`config.mk`:
```
export PLATFORM = sky130hd
export DESIGN_NAME = object_counter
export DESIGN_NICKNAME = d
export VERILOG_FILES = /design/src/rtl/object_counter.sv
export SDC_FILE = /design/constraint.sdc
export NUM_CORES = 1
export LEC_CHECK = 0
export ABC_CLOCK_PERIOD_IN_PS = 3200
export BUFFER_PORTS_ARGS = -buffer_cell sky130_fd_sc_hd__buf_4
export CAP_MARGIN = 25
export CORE_MARGIN = 3
export CORE_UTILIZATION = 58
export CTS_CLUSTER_SIZE = 16
export DETAILED_ROUTE_END_ITERATION = 10
export HOLD_SLACK_MARGIN = 0.03
export PLACE_DENSITY = 0.85
export SLEW_MARGIN = 5
export SYNTH_ARGS = -nofsm -noshare
export SYNTH_HDL_FRONTEND = slang
export SYNTH_SLANG_ARGS = --single-unit
```
`constraint.sdc`:
```
create_clock -name clk -period 3.2 [get_ports clk]
set_input_delay 0.64 -clock clk [delete_from_list [all_inputs] [get_ports clk]]
set_output_delay 0.64 -clock clk [all_outputs]
set_load 0.02 [all_outputs]
```
`src/rtl/object_counter.sv`:
```
// object_counter
//   Debounces the ultrasonic object_detected level into a presence flag and
//   counts each confirmed absent->present->absent pass exactly once.
//   Short highs (glitches) never reach PRESENT. Short lows (single
//   measurement dropouts) are absorbed in RELEASE and do not end the pass.
//
// Optional feature: define OBJCNT_LIMIT_EN to saturate the count at
//   COUNT_LIMIT and report it on limit_reached_o. Without the macro the count
//   wraps modulo 2^COUNT_W and limit_reached_o is tied low.
//
// Ports:
//   clk               system clock
//   rst               asynchronous reset, active low
//   object_detected_i raw presence level, synchronous to clk
//   count_clear_i     synchronous clear of count_o / overflow_o / limit flag
//   count_o           number of counted objects
//   count_pulse_o     one-cycle strobe, same cycle count_o changes on increment
//   present_o         debounced presence (PRESENT or RELEASE)
//   overflow_o        sticky, set when count_o wraps all-ones -> 0
//   limit_reached_o   count saturated at COUNT_LIMIT (OBJCNT_LIMIT_EN only)
module object_counter #(
  parameter int COUNT_W     = 16,
  parameter int ON_CYCLES   = 1_000_000,
  parameter int OFF_CYCLES  = 7_500_000,
  parameter int COUNT_LIMIT = 9999
) (
  input  logic               clk,
  input  logic               rst,
  input  logic               object_detected_i,
  input  logic               count_clear_i,
  output logic [COUNT_W-1:0] count_o,
  output logic               count_pulse_o,
  output logic               present_o,
  output logic               overflow_o,
  output logic               limit_reached_o
);

  localparam int MAX_CYC = (ON_CYCLES > OFF_CYCLES) ? ON_CYCLES : OFF_CYCLES;
  localparam int TW      = $clog2(MAX_CYC + 1);
  localparam logic [TW-1:0] ON_LAST  = TW'(ON_CYCLES - 1);
  localparam logic [TW-1:0] OFF_LAST = TW'(OFF_CYCLES - 1);

  typedef enum logic [1:0] {IDLE, CONFIRM, PRESENT, RELEASE} state_t;

  state_t        state;
  logic [TW-1:0] timer;
  logic          det_q;
  logic          inc;

  // Input register; the FSM only ever looks at det_q.
  always_ff @(posedge clk or negedge rst) begin
    if (!rst) det_q <= 1'b0;
    else      det_q <= object_detected_i;
  end

  // Presence is confirmed on this edge: the count update must land on the
  // same edge the FSM enters PRESENT so that pulse and present rise together.
  always_comb begin
    inc = 1'b0;
    if (det_q) begin
      if (state == IDLE && ON_CYCLES == 1)       inc = 1'b1;
      if (state == CONFIRM && timer == ON_LAST)  inc = 1'b1;
    end
  end

  // Debounce FSM. The timer counts consecutive samples at the level the
  // current state is waiting for; entering CONFIRM/RELEASE already counts
  // the first such sample, hence timer=1 there.
  always_ff @(posedge clk or negedge rst) begin
    if (!rst) begin
      state     <= IDLE;
      timer     <= '0;
      present_o <= 1'b0;
    end else begin
      case (state)
        IDLE: begin
          if (det_q) begin
            if (ON_CYCLES == 1) begin
              state     <= PRESENT;
              timer     <= '0;
              present_o <= 1'b1;
            end else begin
              state <= CONFIRM;
              timer <= TW'(1);
            end
          end
        end
        CONFIRM: begin
          if (!det_q) begin
            state <= IDLE;
            timer <= '0;
          end else if (timer == ON_LAST) begin
            state     <= PRESENT;
            timer     <= '0;
            present_o <= 1'b1;
          end else begin
            timer <= timer + 1'b1;
          end
        end
        PRESENT: begin
          if (!det_q) begin
            if (OFF_CYCLES == 1) begin
              state     <= IDLE;
              timer     <= '0;
              present_o <= 1'b0;
            end else begin
              state <= RELEASE;
              timer <= TW'(1);
            end
          end
        end
        RELEASE: begin
          // A high during RELEASE is a dropout recovery: same object, no count.
          if (det_q) begin
            state <= PRESENT;
            timer <= '0;
          end else if (timer == OFF_LAST) begin
            state     <= IDLE;
            timer     <= '0;
            present_o <= 1'b0;
          end else begin
            timer <= timer + 1'b1;
          end
        end
        default: begin
          state     <= IDLE;
          timer     <= '0;
          present_o <= 1'b0;
        end
      endcase
    end
  end

`ifdef OBJCNT_LIMIT_EN
  localparam logic [COUNT_W-1:0] LIMIT_V = COUNT_W'(COUNT_LIMIT);

  // Saturating counter; clear wins over a same-cycle increment.
  always_ff @(posedge clk or negedge rst) begin
    if (!rst) begin
      count_o         <= '0;
      count_pulse_o   <= 1'b0;
      overflow_o      <= 1'b0;
      limit_reached_o <= 1'b0;
    end else begin
      count_pulse_o <= 1'b0;
      if (count_clear_i) begin
        count_o         <= '0;
        overflow_o      <= 1'b0;
        limit_reached_o <= 1'b0;
      end else if (inc && count_o < LIMIT_V) begin
        count_o       <= count_o + 1'b1;
        count_pulse_o <= 1'b1;
        if (count_o + 1'b1 == LIMIT_V) limit_reached_o <= 1'b1;
      end
    end
  end
`else
  assign limit_reached_o = 1'b0;

  // Wrapping counter with sticky overflow; clear wins over a same-cycle increment.
  always_ff @(posedge clk or negedge rst) begin
    if (!rst) begin
      count_o       <= '0;
      count_pulse_o <= 1'b0;
      overflow_o    <= 1'b0;
    end else begin
      count_pulse_o <= 1'b0;
      if (count_clear_i) begin
        count_o    <= '0;
        overflow_o <= 1'b0;
      end else if (inc) begin
        count_o       <= count_o + 1'b1;
        count_pulse_o <= 1'b1;
        if (&count_o) overflow_o <= 1'b1;
      end
    end
  end
`endif

endmodule

```
; After elaboration in Yosys (flattened, before gate mapping)
; Index checks and enable logic that the tools add are counted.
[op_classes]
n_eq_ne = 13
n_reduce_logical = 10
muxes = 28
n_addsub = 2
[ops]
columns = operator, count
row1 = 23-bit 2-to-1 mux, 6
row2 = 23-bit case mux with 4 select lines, 1
row3 = 16-bit 2-to-1 mux, 2
row4 = 23-bit by 1-bit adder with 23-bit output (second input constant), 1
row5 = 23-bit by 20-bit equality test with 1-bit output (second input constant), 1
row6 = 23-bit equality test (second input constant), 1
row7 = 16-bit by 1-bit adder with 16-bit output (second input constant), 1
row8 = 16-bit AND reduction, 1
row9 = 2-bit 2-to-1 mux, 6
row10 = 1-bit 2-to-1 mux, 11
row11 = 2-bit inequality test (second input constant), 5
row12 = 2-bit case mux with 4 select lines, 1
row13 = 2-bit nonzero test, 3
row14 = 5-bit AND reduction, 1
row15 = 2-bit equality test (second input constant), 2
row16 = 2-bit AND reduction, 2
row17 = 4-bit AND reduction, 1
row18 = 3-bit by 2-bit inequality test with 1-bit output (second input constant), 1
row19 = 3-bit inequality test (second input constant), 1
row20 = 2-bit by 1-bit equality test with 1-bit output (second input constant), 1
row21 = 2-bit logical NOT, 1
row22 = 2-bit by 1-bit inequality test with 1-bit output (second input constant), 1
row23 = 1-bit case mux with 2 select lines, 1
row24 = 1-bit logical AND, 1
[totals]
inputBits = 4
reg_bits = 45
out_inout_bits = 20

; Longest topological paths before layout
; Gate-level depths: netlist (run 1).
[logic_depth]
depth_word = 6
ltp_mapped = 9
ltp_nobuf = 7

; Worst setup path before layout (run 1)
; Ideal clock, no wire load.
[synth_timing]
kind = reg-to-reg
start = register timer[10]
end = register with a tool-made name
slack_ps = 778
stages_incl_launch_ff = 8
t_required_ps = 3075
period_less_slack_ps = 2422
arrival_time_ps = 2297
setup_time_ps = 125
cell_sequence = dfrtp_1 -> or4b_1 -> or4_4 -> o21ai_4 -> and2_4 -> buf_6 -> nand2_2 -> mux2_4
[synth_rtl]
columns = element, line_no
row1 = start: declaration, 46  ; logic [TW-1:0] timer;
row2 = start signal: assignment, 97  ; timer <= timer + 1'b1;
row3 = start signal: assignment, 122  ; timer <= timer + 1'b1;

; Worst setup path after layout (run 1)
[layout_timing]
start = register timer[10]
end = register timer[17]
[layout_between]
elab_chain_cells = 4
[layout_rtl]
columns = element, line_no
row1 = "23-bit by 1-bit adder with 23-bit output, or another cell as far along", "97, 122"
row2 = "23-bit 2-to-1 mux, on equally long branches", "117, 92"
row3 = "23-bit 2-to-1 mux, on equally long branches", "114, 89"
row4 = 23-bit case mux with 4 select lines (*), 75  ; case (state)
; Every way passes the cells marked *; elsewhere a longest branch is shown, timed or not.
; A chain may end at the register's enable or synchronous reset.

==> results.json, run 1 <==
{
  "path_cells": "or4b_1, or4_4, o21ai_4, nand2_1, buf_4, a21o_1, a21o_1",
  "tritoncts": "yes",
  "drt_iter0_markers": 169,
  "avgSynthCellArea_um2": 9.02,
  "crit_fanout": 30,
  "rsz0062_at_grt": "no",
  "drive_gt1_frac": 0.150,
  "cts.sinks": 45,
  "cts.clk_slew.worst_paths_ns": 0.08,
  "dieWidth_um": 70.4,
  "period_needed_ns": 2.55,
  "grt_max_degree": 46,
  "antenna_left": 0,
  "layout_setup_ws_ns": 0.652,
  "area_growth_pct": 12.1,
  "num_antenna_cells": 0,
  "htreeDepth": 2,
  "yosys_warnings": 0,
  "wire_per_inst_um": 15.4,
  "power_w": 0.00143,
  "overflow": 0,
  "hold_buffers": 0,
  "finalSetupViolCount": 0,
  "relSlewSlack": 0.488,
  "fmax_ghz": 0.392,
  "worst_slew_pin_slew_ns": 0.766,
  "synthesis.area_um2": 2410,
  "via_count": 2089,
  "die_h_um": 70.4,
  "num-nets-final": 292,
  "pre_cts_ws_ns": 0.687,
  "arrival_ns": 2.74,
  "path_delay_family": "simple AND/OR/NAND/NOR gates",
  "slew_viol_final": 0,
  "p_leak_nw": 1.16,
  "synth_cells": 267,
  "viasPerCell": 6.24,
  "coreArea_um2": 3830,
  "start_kind": "flop",
  "fin_worst_skew_ns": 0.00913,
  "synthesis.nets": 273,
  "mostFrequentLayoutCells": "45 x dfrtp_1, 28 x nand2_1, 26 x nor2_1, 24 x buf_4, 21 x nand3_1",
  "crit_path_max_incr_delay_ns": 0.57,
  "vdd_drop_max_mv": 0.608,
  "status": "finished, final reports clean",
  "clk_latency_ns": 0.29,
  "grt_pass1_wl_mm": 8.83,
  "period_share": 0.796,
  "power_density_nw_per_um2": 531,
  "fin_tns_setup_ns": 0,
  "hold_violations": 0,
  "grt_usage": 0.220,
  "ys_async_sr_fraction": 1.00,
  "end_kind": "flop",
  "synthDistinctLibCells": 44,
  "ys.flop_type": "dfrtp_1",
  "drt-total-wl_mm": 5.15,
  "critPathRequiredTime_ns": 3.39,
  "numPortBuffers": 22,
  "clockRootBuffer": "clkbuf_8",
  "cpMostUsedCell": "a21o_1",
  "grt_pass1_vias": 1880,
  "synth_seq_cells": 45,
  "final_cells": 335,
  "synth.yosys.seq_area_share": 0.468,
  "maxCapViolCount": 0,
  "gp_congestion": 0.921,
  "cts_made_buffers": 5,
  "ctsResizeCount": 0,
  "critPathKind": "flop to flop",
  "synth_edf_count": 0,
  "clock_path_buffers": 2,
  "crit_buf_inv": 1,
  "pin_count": 24,
  "hold_path.class": "input port to asynchronous set/reset pin",
  "cts_setup_buffers": 0,
  "antenna_found_initial": 0,
  "fp-row-count": 22,
  "final_common_cell": "dfrtp_1",
  "drc_errors": 0,
  "slowest_stage": "or4b_1",
  "initial_core_util": 0.629,
  "dieArea_um2": 4960,
  "firstDrtPassIters": 4,
  "dp_cells": 327,
  "dp.final_hpwl_mm": 3.63
}
## state kept, by name (all words and copies together), names as in the netlist, named ones only
register,count
timer,23
count_o,16
count_pulse_o,1
det_q,1
overflow_o,1
present_o,1
state,1
## synth_stat cells (2+ instances only)
cell / number / area [µm²]
nor4_1: 3 / 18.8
clkbuf_1: 7 / 26.3
or3_1: 5 / 31.3
o31ai_1: 2 / 15.0
xnor2_1: 7 / 61.3
nand2b_1: 4 / 25.0
a31oi_1: 15 / 93.8
mux2i_1: 3 / 30.0
o21ba_2: 2 / 20.0
o21a_1: 2 / 15.0
inv_1: 5 / 18.8
a21o_1: 3 / 22.5
o21ai_0: 9 / 45.0
ha_1: 2 / 25.0
nand4_1: 10 / 62.6
nor3_1: 9 / 45.0
or2_2: 3 / 18.8
nor2b_1: 4 / 25.0
nand3_1: 21 / 105
buf_6: 2 / 22.5
and3_1: 6 / 37.5
a21oi_1: 20 / 100
nor2_1: 26 / 97.6
xor2_1: 6 / 52.6
dfrtp_1: 45 / 1130
nand2_1: 28 / 105
## metrics by stage
stage / hold WS (ns) / area, µm² / utilization
2_1_floorplan: 0.344 / 2410 / -
3_3_place_gp: 0.492 / 2580 / 0.675
3_5_place_dp: 0.499 / 2580 / 0.675
4_1_cts: 0.347 / 2700 / 0.705
5_1_grt: 0.364 / 2700 / 0.705
6_report: 0.317 / 2700 / 0.705
## metal layers
| layer | up-vias | global-route usage | wire length [µm] |
|---|---|---|---|
| li1 | 990 | - | - |
| met1 | 1029 | 0.312 | 2340 |
| met2 | 66 | 0.342 | 2430 |
| met3 | 4 | 0.0360 | 336 |
| met4 | 0 | 0.0702 | 50 |
| met5 | - | 0 | 0 |
## layout make-up
cell class                      count  area, µm²
Sequential cell                    45       1130
Clock buffer                        7       86.3
Inverter                            5       18.8
Tap cell                           48       60.1
Fill cell                         296       1130
Clock inverter                      1       30.0
Multi-Input combinational cell    205       1200
Timing Repair Buffer               24        180
## worst paths after layout
path,start,to,slack (ns),cells after the start
worst max-delay path,timer[10]$_DFFE_PN0P_,timer[17]$_DFFE_PN0P_,0.65,7
worst min-delay path,rst,count_o[10]$_DFFE_PN0P_,0.32,1
worst max register to register,timer[10]$_DFFE_PN0P_,timer[17]$_DFFE_PN0P_,0.65,7
worst min register to register,overflow_o$_DFFE_PN0P_,overflow_o$_DFFE_PN0P_,0.52,1
max in group asynchronous,rst,timer[6]$_DFFE_PN0P_,2.48,1
min in group clk,object_detected_i,det_q$_DFF_PN0_,0.45,1
## cell families (layout without fill, tap and decap cells)
kind of cell,count (synthesis),in the layout,share of synthesized area
buffers and inverters,17,37,0.0348
AND/OR/NAND/NOR,129,129,0.276
multiplexers,4,4,0.0187
flip-flops,45,45,0.468
other,1,1,0.00156
XOR/XNOR,13,13,0.0473
adder cells (fa/ha/maj),2,2,0.0104
AO/OA/AOI/OAI,56,56,0.143
## worst reg2reg max path, stage by stage (launching register included)
cell and delay [ns]:
dfrtp_1 0.42, or4b_1 0.57, or4_4 0.56, o21ai_4 0.23
nand2_1 0.08, buf_4 0.23, a21o_1 0.19, a21o_1 0.17
## power breakdown
part           switching (W)  leakage (nW)  internal (W)
Clock               0.000182        0.0585      0.000255
Combinational       0.000226         0.479      0.000130
Sequential         0.0000412         0.618      0.000601
Total               0.000449          1.16      0.000985
Power figures use the tool's default switching activity.
==> run 2: changes to the inputs <==
- ABC_CLOCK_PERIOD_IN_PS: 3200 -> 2300
- CORE_UTILIZATION: 58 -> 53
- PLACE_DENSITY: 0.85 -> 0.82
- clock period: 3.2 -> 2.3 ns (I/O delays scaled with it)
==> results.json, run 2 (synthesis results as in run 1) <==
{
  "vdd_drop_max_mv": 0.586,
  "antenna_found_initial": 0,
  "cts_made_buffers": 5,
  "hold_path.class": "input port to asynchronous set/reset pin",
  "path_cells": "or4b_4, or4_4, o21ai_4, and2_4, nand2_2, mux2_4",
  "relSlewSlack": 0.580,
  "grt_max_degree": 46,
  "via_count": 2133,
  "critPathKind": "flop to flop",
  "numPortBuffers": 22,
  "rsz0062_at_grt": "yes",
  "critPathRequiredTime_ns": 2.49,
  "coreArea_um2": 4200,
  "grt_pass1_vias": 2049,
  "grt_usage": 0.225,
  "gp_congestion": 0.945,
  "regMostFlops": "timer",
  "crit_fanout": 7,
  "drt_iter0_markers": 147,
  "cts.sinks": 45,
  "period_needed_ns": 2.25,
  "overflow": 0,
  "initial_core_util": 0.573,
  "start_kind": "flop",
  "maxCapViolCount": 0,
  "antenna_left": 0,
  "viasPerCell": 6.01,
  "power_w": 0.00197,
  "num-nets-final": 310,
  "drc_errors": 0,
  "die_h_um": 73.4,
  "grt_pass1_wl_mm": 9.40,
  "status": "finished, final reports clean",
  "drt-total-wl_mm": 5.49,
  "period_share": 0.980,
  "r2r_setup_slack_ns": 0.05,
  "drive_gt1_frac": 0.213,
  "tritoncts": "yes",
  "largest_registers": "timer (23), count_o (16)",
  "end_kind": "flop",
  "finalSetupViolCount": 0,
  "num_antenna_cells": 0,
  "hold_buffers": 0,
  "dieWidth_um": 73.4,
  "firstDrtPassIters": 4,
  "clock_path_buffers": 2,
  "hold_violations": 0,
  "cts.clk_slew.worst_paths_ns": 0.08,
  "crit_buf_inv": 0,
  "pre_cts_ws_ns": 0.0438,
  "worst_slew_pin_slew_ns": 0.631,
  "fin_tns_setup_ns": 0,
  "crit_path_max_incr_delay_ns": 0.56,
  "fin_worst_skew_ns": 0.00527,
  "layout_setup_ws_ns": 0.0465,
  "dp.final_hpwl_mm": 3.90,
  "fmax_ghz": 0.444,
  "fp-row-count": 23,
  "path_delay_family": "simple AND/OR/NAND/NOR gates",
  "slew_viol_final": 0,
  "clockRootBuffer": "clkbuf_8",
  "htreeDepth": 2,
  "p_leak_nw": 1.23,
  "largest_reg_flops": 23,
  "clk_latency_ns": 0.30,
  "slowest_stage": "or4b_4",
  "holdWs_ns": 0.150,
  "arrival_ns": 2.44,
  "dieArea_um2": 5390,
  "wire_per_inst_um": 15.5,
  "area_growth_pct": 18.2,
  "pin_count": 24,
  "mostFrequentLayoutCells": "45 x dfrtp_1, 41 x buf_4, 27 x nand2_1, 26 x nor2_1, 21 x nand3_1",
  "final_common_cell": "dfrtp_1",
  "power_density_nw_per_um2": 692
}
run 2: routing by layer:
metal / GRT usage / vias up / wire (µm)
li1: - / 1028 / -
met1: 0.300 / 1037 / 2420
met2: 0.359 / 62 / 2710
met3: 0.0383 / 6 / 307
met4: 0.0986 / 0 / 53
met5: 0 / - / 0
run 2: metrics by stage:
| step | area (µm²) | instances | utilization |
|---|---|---|---|
| after floorplan | 2410 | 267 | - |
| after global placement | 2720 | 345 | 0.648 |
| after detailed placement | 2720 | 345 | 0.648 |
| after CTS | 2810 | 353 | 0.668 |
| after global routing | 2850 | 355 | 0.677 |
| final | 2850 | 355 | 0.677 |
run 2: cell type report:
cell class | instances | area (µm²)
Fill cell | 333 | 1360
Multi-Input combinational cell | 205 | 1230
Tap cell | 50 | 62.6
Sequential cell | 45 | 1130
Inverter | 5 | 18.8
Clock buffer | 7 | 76.3
Clock inverter | 1 | 7.51
Timing Repair Buffer | 42 | 328
run 2: final timing paths:
kind | start | to | cells past startpoint
max in group asynchronous | rst | timer[17]$_DFFE_PN0P_ | 1
worst max-delay path | timer[10]$_DFFE_PN0P_ | flop | 6
worst min register to register | overflow_o$_DFFE_PN0P_ | overflow_o$_DFFE_PN0P_ | 1
min in group clk | object_detected_i | det_q$_DFF_PN0_ | 1
worst min-delay path | rst | count_pulse_o$_DFF_PN0_ | 1
worst max register to register | timer[10]$_DFFE_PN0P_ | flop | 6
run 2: worst register-to-register path, stage by stage, from the launching register on:
cell and delay, ns:
dfrtp_1 0.39, or4b_4 0.56, or4_4 0.46, o21ai_4 0.17, and2_4 0.21, nand2_2 0.07
mux2_4 0.30
run 2: repair_timing:
item | 4_1_cts | 5_1_grt
endpoints found under the setup margin | 0 | 23
endpoints found under the hold margin | 0 | 0
resized for setup | 0 | 5
setup buffers | 0 | 2
run 2: report_power, final:
part           internal (W)  leakage [nW]  switching [W]  total (W)
clock network      0.000215        0.0385       0.000264   0.000479
registers          0.000835         0.618      0.0000635   0.000899
logic              0.000254         0.575       0.000336   0.000590
total               0.00130          1.23       0.000663    0.00197
==> run 3: changes to the inputs <==
- ABC_AREA: not set -> 1
- CORE_UTILIZATION: 53 -> 54
==> results.json, run 3 <==
{
  "antenna_left": 0,
  "drt_iter0_markers": 232,
  "p_sw_w": 0.000622,
  "start_kind": "flop",
  "pin_count": 24,
  "final.fill_count": 452,
  "cts_setup_buffers": 0,
  "clock_path_buffers": 2,
  "path_depth": 11,
  "via_count": 2780,
  "yosysTopAreaCellShare": 0.386,
  "place_area_um2": 3130,
  "reg2reg_from": "timer[0]$_DFFE_PN0P_",
  "maxCapViolCount": 0,
  "synthDistinctLibCells": 32,
  "synthTopCellsByCount": "171 x nand2_1, 67 x nor2_1, 46 x nand3_1",
  "timing.rr.end": "timer[6]$_DFFE_PN0P_",
  "fin_tns_setup_ns": 0,
  "numPortBuffers": 22,
  "synth.yosys.seq_area_share": 0.386,
  "combPwrFrac": 0.220,
  "hold_buffers": 0,
  "power_density_nw_per_um2": 557,
  "endpoint": "timer[6]$_DFFE_PN0P_",
  "yosys_warnings": 0,
  "coreArea_um2": 5170,
  "initial_core_util": 0.564,
  "final_area_um2": 3220,
  "drive_gt1_frac": 0.119,
  "drc_errors": 0,
  "dieArea_um2": 6320,
  "arrival_ns": 2.01,
  "path_cells": "ha_1, nand2_1, clkinv_1, nand2_1, nor2_1, nand3_1, nand2_1, nand2_1, buf_4, nand2_1, o21ai_1",
  "fmax_ghz": 0.564,
  "viasPerCell": 5.21,
  "worst_slew_pin_slew_ns": 0.554,
  "dieWidth_um": 79.5,
  "clk_latency_ns": 0.31,
  "critPathKind": "flop to flop",
  "wire_per_inst_um": 12.4,
  "dp.final_hpwl_mm": 4.88,
  "regMostFlops": "timer",
  "largest_registers": "timer (23), count_o (16)",
  "ys_async_sr_fraction": 1.00,
  "grt_usage": 0.225,
  "overflow": 0,
  "grt_pass1_vias": 2446,
  "rsz0062_at_grt": "no",
  "reg2reg_depth": 11,
  "num_antenna_cells": 0,
  "cts_made_buffers": 5,
  "firstDrtPassIters": 5,
  "fp-row-count": 26,
  "yosys.area.top_type": "dfrtp_1",
  "crit_path_max_incr_delay_ns": 0.41,
  "antenna_found_initial": 0,
  "relSlewSlack": 0.631,
  "p_int_w": 0.00117,
  "period_needed_ns": 1.77,
  "cpMostUsedCell": "nand2_1",
  "period_share": 0.771,
  "slowest_stage": "dfrtp_1",
  "vdd_drop_max_mv": 0.575,
  "tritoncts": "yes",
  "synthesis.area_um2": 2920,
  "crit_fanout": 20,
  "area_growth_pct": 10.3,
  "synth_cells": 441,
  "grt_pass1_wl_mm": 11.3,
  "switching_share": 0.347,
  "end_kind": "flop",
  "clockRootBuffer": "clkbuf_8",
  "r2r_setup_slack_ns": 0.53,
  "mostFrequentLayoutCells": "171 x nand2_1, 67 x nor2_1, 46 x nand3_1, 45 x dfrtp_1, 30 x inv_1",
  "holdWs_ns": 0.142,
  "path_delay_family": "simple AND/OR/NAND/NOR gates",
  "p_seq_frac": 0.499,
  "num-nets-final": 469,
  "drt-total-wl_mm": 6.60,
  "final_common_cell": "nand2_1",
  "netlist_top_cells_area": "dfrtp_1 39%, nand2_1 22%, nor2_1 8.6%",
  "htreeDepth": 2,
  "ctsResizeCount": 0,
  "grt_max_degree": 46,
  "synth_seq_cells": 45,
  "yosysMostFrequentCell": "nand2_1",
  "status": "finished, final reports clean",
  "largest_reg_flops": 23,
  "slew_viol_final": 0,
  "avgSynthCellArea_um2": 6.61,
  "ys.flop_type": "dfrtp_1",
  "hold_path.class": "input port to asynchronous set/reset pin",
  "finalSetupViolCount": 0,
  "cts.clk_slew.worst_paths_ns": 0.09,
  "critPathRequiredTime_ns": 2.53,
  "crit_buf_inv": 2,
  "p_leak_nw": 1.61,
  "power.share.clock": 0.281,
  "synthesis.nets": 447,
  "fin_worst_skew_ns": 0.00633,
  "gp_congestion": 0.885,
  "crit_start": "timer[0]$_DFFE_PN0P_",
  "synth_edf_count": 0,
  "die_h_um": 79.5,
  "hold_violations": 0,
  "cts.sinks": 45
}
-- run 3: cell count changes after synthesis, sizes merged, moves of 5 or more --
cell    before  now
nand2       29  175
nor2        26   73
inv          5   39
nand3       21   47
a21oi       20    0
a31oi       15    0
xor2         6   13
and3         6    0
clkbuf       7    1
nor3         9    3
or3          5    0
-- run 3: power groups by stage --
stage | clock network (W) | logic [W] | registers [W]
2_1_floorplan | 0 | 0.000265 | 0.000909
3_3_place_gp | 0 | 0.000388 | 0.000904
3_5_place_dp | 0 | 0.000396 | 0.000908
4_1_cts | 0.000517 | 0.000396 | 0.000893
5_1_grt | 0.000548 | 0.000445 | 0.000903
6_report | 0.000504 | 0.000394 | 0.000893
-- run 3: how the worst min path moves through the flow --
stage | slack, ns | end | start | cells after the start
2_1_floorplan | 0.16 | asynchronous set/reset pin | rst | 0
3_3_place_gp | 0.48 | present_o$_DFFE_PN0P_ | present_o$_DFFE_PN0P_ | 2
6_report | 0.14 | timer[15]$_DFFE_PN0P_ | rst | 1
3_5_place_dp | 0.47 | present_o$_DFFE_PN0P_ | present_o$_DFFE_PN0P_ | 2
4_1_cts | 0.16 | timer[18]$_DFFE_PN0P_ | rst | 1
5_1_grt | 0.19 | timer[15]$_DFFE_PN0P_ | rst | 1
-- run 3: metrics by stage --
step           utilization  instances  total power (W)  worst slack (ns)
2_1_floorplan            -        441          0.00117             0.745
3_3_place_gp         0.604        526          0.00129             0.583
3_5_place_dp         0.604        526          0.00130             0.542
4_1_cts              0.622        534          0.00181             0.518
5_1_grt              0.622        534          0.00190             0.358
6_report             0.622        534          0.00179             0.527
-- run 3: cell families (layout without fill, tap and decap cells) --
| group | Yosys count | count (layout) | synth area share |
|---|---|---|---|
| simple gates | 311 | 311 | 0.449 |
| buf+inv | 51 | 74 | 0.0751 |
| flops | 45 | 45 | 0.386 |
| xor+xnor | 17 | 17 | 0.0511 |
| compound gates | 13 | 13 | 0.0257 |
| fa+ha+maj | 2 | 2 | 0.00858 |
| other cells | 1 | 1 | 0.00129 |
| mux | 1 | 1 | 0.00343 |
-- run 3: worst reg2reg max path, delay by kind of cell (launching register included) --
family / cells / cell delay, ns
flip-flops: 1 / 0.41
AND/OR/NAND/NOR: 7 / 0.61
buffers and inverters: 2 / 0.32
adder cells (fa/ha/maj): 1 / 0.28
AO/OA/AOI/OAI: 1 / 0.08
-- run 3: layout make-up --
type | instances | area, µm² | area share
Inverter | 42 | 160 | 0.0498
Multi-Input combinational cell | 345 | 1570 | 0.489
Clock buffer | 5 | 68.8 | 0.0214
Tap cell | 70 | 87.6 | 0.0272
Clock inverter | 3 | 22.5 | 0.00700
Timing Repair Buffer | 24 | 180 | 0.0560
Sequential cell | 45 | 1130 | 0.350
-- run 3: per-layer routing --
layer / part of all wire / track usage / vias up
met4: 0.017 / 0.0756 / 0
met5: 0 / 0 / -
met2: 0.43 / 0.336 / 95
met3: 0.058 / 0.0429 / 12
met1: 0.49 / 0.326 / 1256
li1: - / - / 1417
